### config.mk
export PLATFORM = sky130hd
export DESIGN_NAME = instr_fetch
export DESIGN_NICKNAME = d
export VERILOG_FILES = /design/src/rtl/cpu_pkg.sv /design/src/rtl/fetch_pc.sv /design/src/rtl/instr_fetch.sv
export SDC_FILE = /design/constraint.sdc
export NUM_CORES = 1
export LEC_CHECK = 0
export ABC_AREA = 0
export BUFFER_PORTS_ARGS = -buffer_cell sky130_fd_sc_hd__buf_2
export CAP_MARGIN = 10
export CORE_ASPECT_RATIO = 2
export CORE_MARGIN = 5
export CORE_UTILIZATION = 52
export DETAILED_ROUTE_END_ITERATION = 7
export GPL_ROUTABILITY_DRIVEN = 0
export GPL_TIMING_DRIVEN = 0
export PLACE_DENSITY = 0.84
export SLEW_MARGIN = 0
export SYNTH_ARGS = -nofsm -noshare
export SYNTH_HDL_FRONTEND = slang
export SYNTH_HIERARCHICAL = 1
export SYNTH_SLANG_ARGS = --single-unit
### constraint.sdc
create_clock -name clk -period 3.7 [get_ports clk]
set_input_delay 0.74 -clock clk [delete_from_list [all_inputs] [get_ports clk]]
set_output_delay 0.74 -clock clk [all_outputs]
set_load 0.05 [all_outputs]
### src/rtl/cpu_pkg.sv
// cpu_pkg: shared types and constants for the 16-bit multicycle CPU
package cpu_pkg;
  localparam int WORD_W = 16;
  localparam int DEFAULT_RESET_PC = 0;
  typedef enum logic [1:0] {IDLE = 2'd0, FETCH = 2'd1, WAIT = 2'd2, VALID = 2'd3} fetch_state_e;
endpackage

### src/rtl/fetch_pc.sv
// fetch_pc: program counter with redirect load and handshake increment
module fetch_pc #(
  parameter int ADDR_W = 16,
  parameter logic [ADDR_W-1:0] RESET_PC = '0
) (
  input  logic              clk,
  input  logic              reset,
  input  logic              load,
  input  logic              inc,
  input  logic [ADDR_W-1:0] load_addr,
  output logic [ADDR_W-1:0] pc
);
  // load beats increment so a redirect on a handshake cycle takes the target
  always_ff @(posedge clk or posedge reset)
    if (reset) pc <= RESET_PC;
    else if (load) pc <= load_addr;
    else if (inc) pc <= pc + ADDR_W'(1);
endmodule

### src/rtl/instr_fetch.sv
// instr_fetch: fetches instruction words and presents them under valid/ready
module instr_fetch
  import cpu_pkg::*;
#(
  parameter int ADDR_W = 16,
  parameter logic [ADDR_W-1:0] RESET_PC = ADDR_W'(DEFAULT_RESET_PC)
) (
  input  logic              clk,
  input  logic              reset,
  input  logic              fetch_en,
  output logic [ADDR_W-1:0] mem_addr,
  input  logic [WORD_W-1:0] mem_data,
  output logic [WORD_W-1:0] instr,
  output logic [ADDR_W-1:0] instr_pc,
  output logic              instr_valid,
  input  logic              instr_ready,
  input  logic              redirect,
  input  logic [ADDR_W-1:0] redirect_addr
);
  fetch_state_e state, state_nx;
  logic [ADDR_W-1:0] pc;
  logic hs;
  assign hs = state == VALID && instr_ready;
  assign instr_valid = state == VALID;
  assign mem_addr = pc;
  fetch_pc #(.ADDR_W(ADDR_W), .RESET_PC(RESET_PC)) u_pc (
    .clk(clk),
    .reset(reset),
    .load(redirect),
    .inc(hs),
    .load_addr(redirect_addr),
    .pc(pc)
  );
  // state register
  always_ff @(posedge clk or posedge reset)
    if (reset) state <= IDLE;
    else state <= state_nx;
  // next state: redirect and handshake both resample fetch_en
  always_comb begin
    state_nx = state;
    state_nx = redirect          ? (fetch_en ? FETCH : IDLE) :
               state == IDLE     ? (fetch_en ? FETCH : IDLE) :
               state == FETCH    ? WAIT :
               state == WAIT     ? VALID :
               instr_ready       ? (fetch_en ? FETCH : IDLE) : VALID;
  end
  // capture the returned word in WAIT unless a redirect discards it
  always_ff @(posedge clk or posedge reset)
    if (reset) begin
      instr    <= '0;
      instr_pc <= '0;
    end else if (!redirect && state == WAIT) begin
      instr    <= mem_data;
      instr_pc <= pc;
    end
endmodule

==> metrics.yaml <==
cts_hold_buf: 0
max_slew_margin_pct: 56.7
power_switching_w: 0.000958
ctsLongestPathBuffers: 2
critPathTopFamily: "simple AND/OR/NAND/NOR gates"
crit_buf_inv: 2
rsz0062_at_grt: "no"
drive_gt1_share_pct: 48.7
layout_min_cycle_time_ns: 1.97
cts_root_buf: "clkbuf_8"
cp-start-kind: "input pin"
wl_per_cell_um: 16.0
postCtsSetupBuffers: 0
first_global_vias: 1747
numCtsBuffers: 5
intPower_w: 0.00123
port_buffers: 85
finalHoldViolCount: 0
die_area_sq_um: 5780
crit_required_ns: 3.89
synth_cells: 181
h-tree-depth: 2
p_seq_share_pct: 36.1
vdd_ir_drop_max_uv: 598
fmax_ghz: 0.506
grt_start_max_net_pins: 22
worst_r2r_startpoint: "state[0]"
insertion_delay_ns: 0.31
cts_sinks: 50
syn2layout_area_growth_pct: 29.6
slew_viol_final: 0
p_clk_share_pct: 21.1
cpMaxStageDelayCell: "nor3_1"
grtUsageTotal_pct: 19.1
critPathArrivalTime_ns: 2.16
combPwrFrac_pct: 42.8
pre_cts_slack_ns: 1.44
crit_path_end: "u_pc/pc[13]"
netlist_area_sq_um: 2230
finClkSkew_ns: 0.00892
io_pins: 86
syn-num-nets: 219
setup_ws_ns: 1.73
dp_hpwl_um: 4160
initial_core_util_pct: 54.0
tritoncts: "yes"
p_sw_share_pct: 43.8
core_area_sq_um: 4130
yosys_warnings: 6
p_leak_nw: 1.37
ys_seq_elements: 50
critPathKind: "in2reg"
finalSetupViolations: 0
critical_path_depth: 7
grt_pass1_wl_um: 8550
ant_nets: 0
reg2reg_depth: 6
cts_resized: 0
synth_cell_types: 27
num_rows: 33
antenna_found_initial: 0
overflow: 0
wirelength_um: 5240
via_count: 1702
end_kind: "register"
viasPerCell: 5.20
cp_slowest_stage_delay_ns: 0.42
die_w_um: 56.3
rrSetupSlack_ns: 1.78
crit_path_start: "instr_ready"
r2r_end: "u_pc/pc[13]"
min_from: "instr[10]"
p_per_area_nw_per_um2: 756
num-fill-cells: 336
tightest_slew_ns: 0.649
avgSynthCellArea_sq_um: 12.3
cp_cell_sequence: "buf_2, and3_1, buf_2, nand3_1, nor3_1, mux2i_1, nand3_1"
fin_crit_sh_pct: 53.4
status: "completed"
drt_pass1_iterations: 4
diodes: 0
maxCapViolCount: 0
path_clk_slew_ns: 0.08
fp.dieH_um: 103
num-nets-final: 312
drt-initial-drc-count: 32
synth_seq_area_share_pct: 56.1
worstHoldPathType: "reg2reg"
cp_max_fo: 7
drc_errors: 0
setup_tns_ns: 0
[worst register-to-register path, stage by stage, from the launching register on]
cell	delay, ns
dfrtp_1	0.45
and3_1	0.20
buf_2	0.19
nand3_1	0.20
nor3_1	0.42
mux2i_1	0.26
nand3_1	0.09
[placed cells by master, fill, tap and decap left out, types with 2 or more instances in the layout]
| cell | n |
|---|---|
| buf_2 | 86 |
| dfrtp_1 | 50 |
| mux2_2 | 31 |
| nand2_1 | 20 |
| o21ai_0 | 13 |
| xnor2_1 | 8 |
| inv_1 | 7 |
| clkbuf_8 | 6 |
| nor3_1 | 5 |
| nand3_1 | 5 |
| xor2_1 | 5 |
| nand4_1 | 4 |
| buf_6 | 3 |
| nor2_1 | 3 |
| clkbuf_1 | 3 |
| mux2i_1 | 3 |
| nor4_2 | 3 |
| a21oi_1 | 2 |
| and3_1 | 2 |
| mux2_1 | 2 |
| bufinv_16 | 2 |
| nor2b_1 | 2 |
| nor4_1 | 2 |
| o21ai_1 | 2 |
[cells in the mapped netlist]
cell / instances / area share (%)
a21oi_1: 2 / 0.45
and2_1: 1 / 0.28
and3_1: 2 / 0.56
buf_2: 1 / 0.22
buf_6: 3 / 1.5
clkbuf_1: 3 / 0.51
dfrtp_1: 50 / 56
ha_1: 1 / 0.56
inv_1: 7 / 1.2
mux2_1: 2 / 1.0
mux2_2: 31 / 16
mux2i_1: 3 / 1.3
nand2_1: 20 / 3.4
nand3_1: 5 / 1.1
nand4_1: 4 / 1.1
nand4_4: 1 / 0.95
nor2_1: 3 / 0.51
nor2b_1: 2 / 0.56
nor3_1: 5 / 1.1
nor3b_4: 1 / 0.84
nor4_1: 2 / 0.56
nor4_2: 3 / 1.7
o21ai_0: 13 / 2.9
o21ai_1: 2 / 0.45
o22ai_1: 1 / 0.28
xnor2_1: 8 / 3.1
xor2_1: 5 / 2.0
[cell type report]
class / count / area, sq um / area share, %
inverter: 7 / 26.3 / 0.909
sequential: 50 / 1250 / 43.3
timing repair buffer: 86 / 453 / 15.7
clock buffer: 6 / 82.6 / 2.86
tap: 52 / 65.1 / 2.25
multi-input combinational: 117 / 902 / 31.2
buffer: 7 / 50.0 / 1.73
clock inverter: 2 / 60.1 / 2.08
[registers in the layout, indices dropped and copies added, names as in the netlist]
register,count
instr,16
state,2
u_pc/pc,16
instr_pc,16
[power by group through the flow]
stage          clock (W)  sequential [W]  combinational [W]
2_1_floorplan          0         0.00133           0.000181
3_3_place_gp           0        0.000789           0.000925
3_5_place_dp           0        0.000801           0.000945
4_1_cts         0.000469        0.000789           0.000947
5_1_grt         0.000486        0.000811           0.000975
6_report        0.000461        0.000789           0.000936
[per-layer routing]
layer / vias up / GRT usage, % / wire length, um
li1: 816 / - / -
met4: 0 / 7.68 / 95
met3: 9 / 4.14 / 310
met2: 59 / 36.8 / 3060
met1: 818 / 19.8 / 1780
met5: - / 0 / 0
[stage by stage]
| step | std cells | total power (W) | util, % | cell area [sq um] | hold slack, ns |
|---|---|---|---|---|---|
| 2_1_floorplan | 181 | 0.00151 | - | 2230 | 0.519 |
| 5_1_grt | 327 | 0.00227 | 70.0 | 2890 | 0.522 |
| 3_5_place_dp | 319 | 0.00175 | 66.5 | 2750 | 0.480 |
| 4_1_cts | 327 | 0.00221 | 70.0 | 2890 | 0.499 |
| 6_report | 327 | 0.00219 | 70.0 | 2890 | 0.494 |
| 3_3_place_gp | 318 | 0.00171 | 65.9 | 2720 | 0.463 |
[worst min-delay path by stage]
stage,endpoint,slack [ns],depth (start not counted)
5_1_grt,instr[14],0.52,1
6_report,instr[10],0.49,1
2_1_floorplan,state[0],0.52,1
3_3_place_gp,instr[10],0.46,1
3_5_place_dp,instr[10],0.48,1
4_1_cts,instr[10],0.50,1
[cells by family (layout without fill, tap and decap cells)]
family / after synthesis / count (layout) / synth area share [%]
compound gates: 18 / 18 / 4.10
xor+xnor: 13 / 13 / 5.11
fa+ha+maj: 1 / 1 / 0.561
buf+inv: 14 / 108 / 3.42
flops: 50 / 50 / 56.1
mux: 36 / 36 / 18.0
simple gates: 49 / 49 / 12.7
No activity file was read; power rests on OpenSTA's default activity.
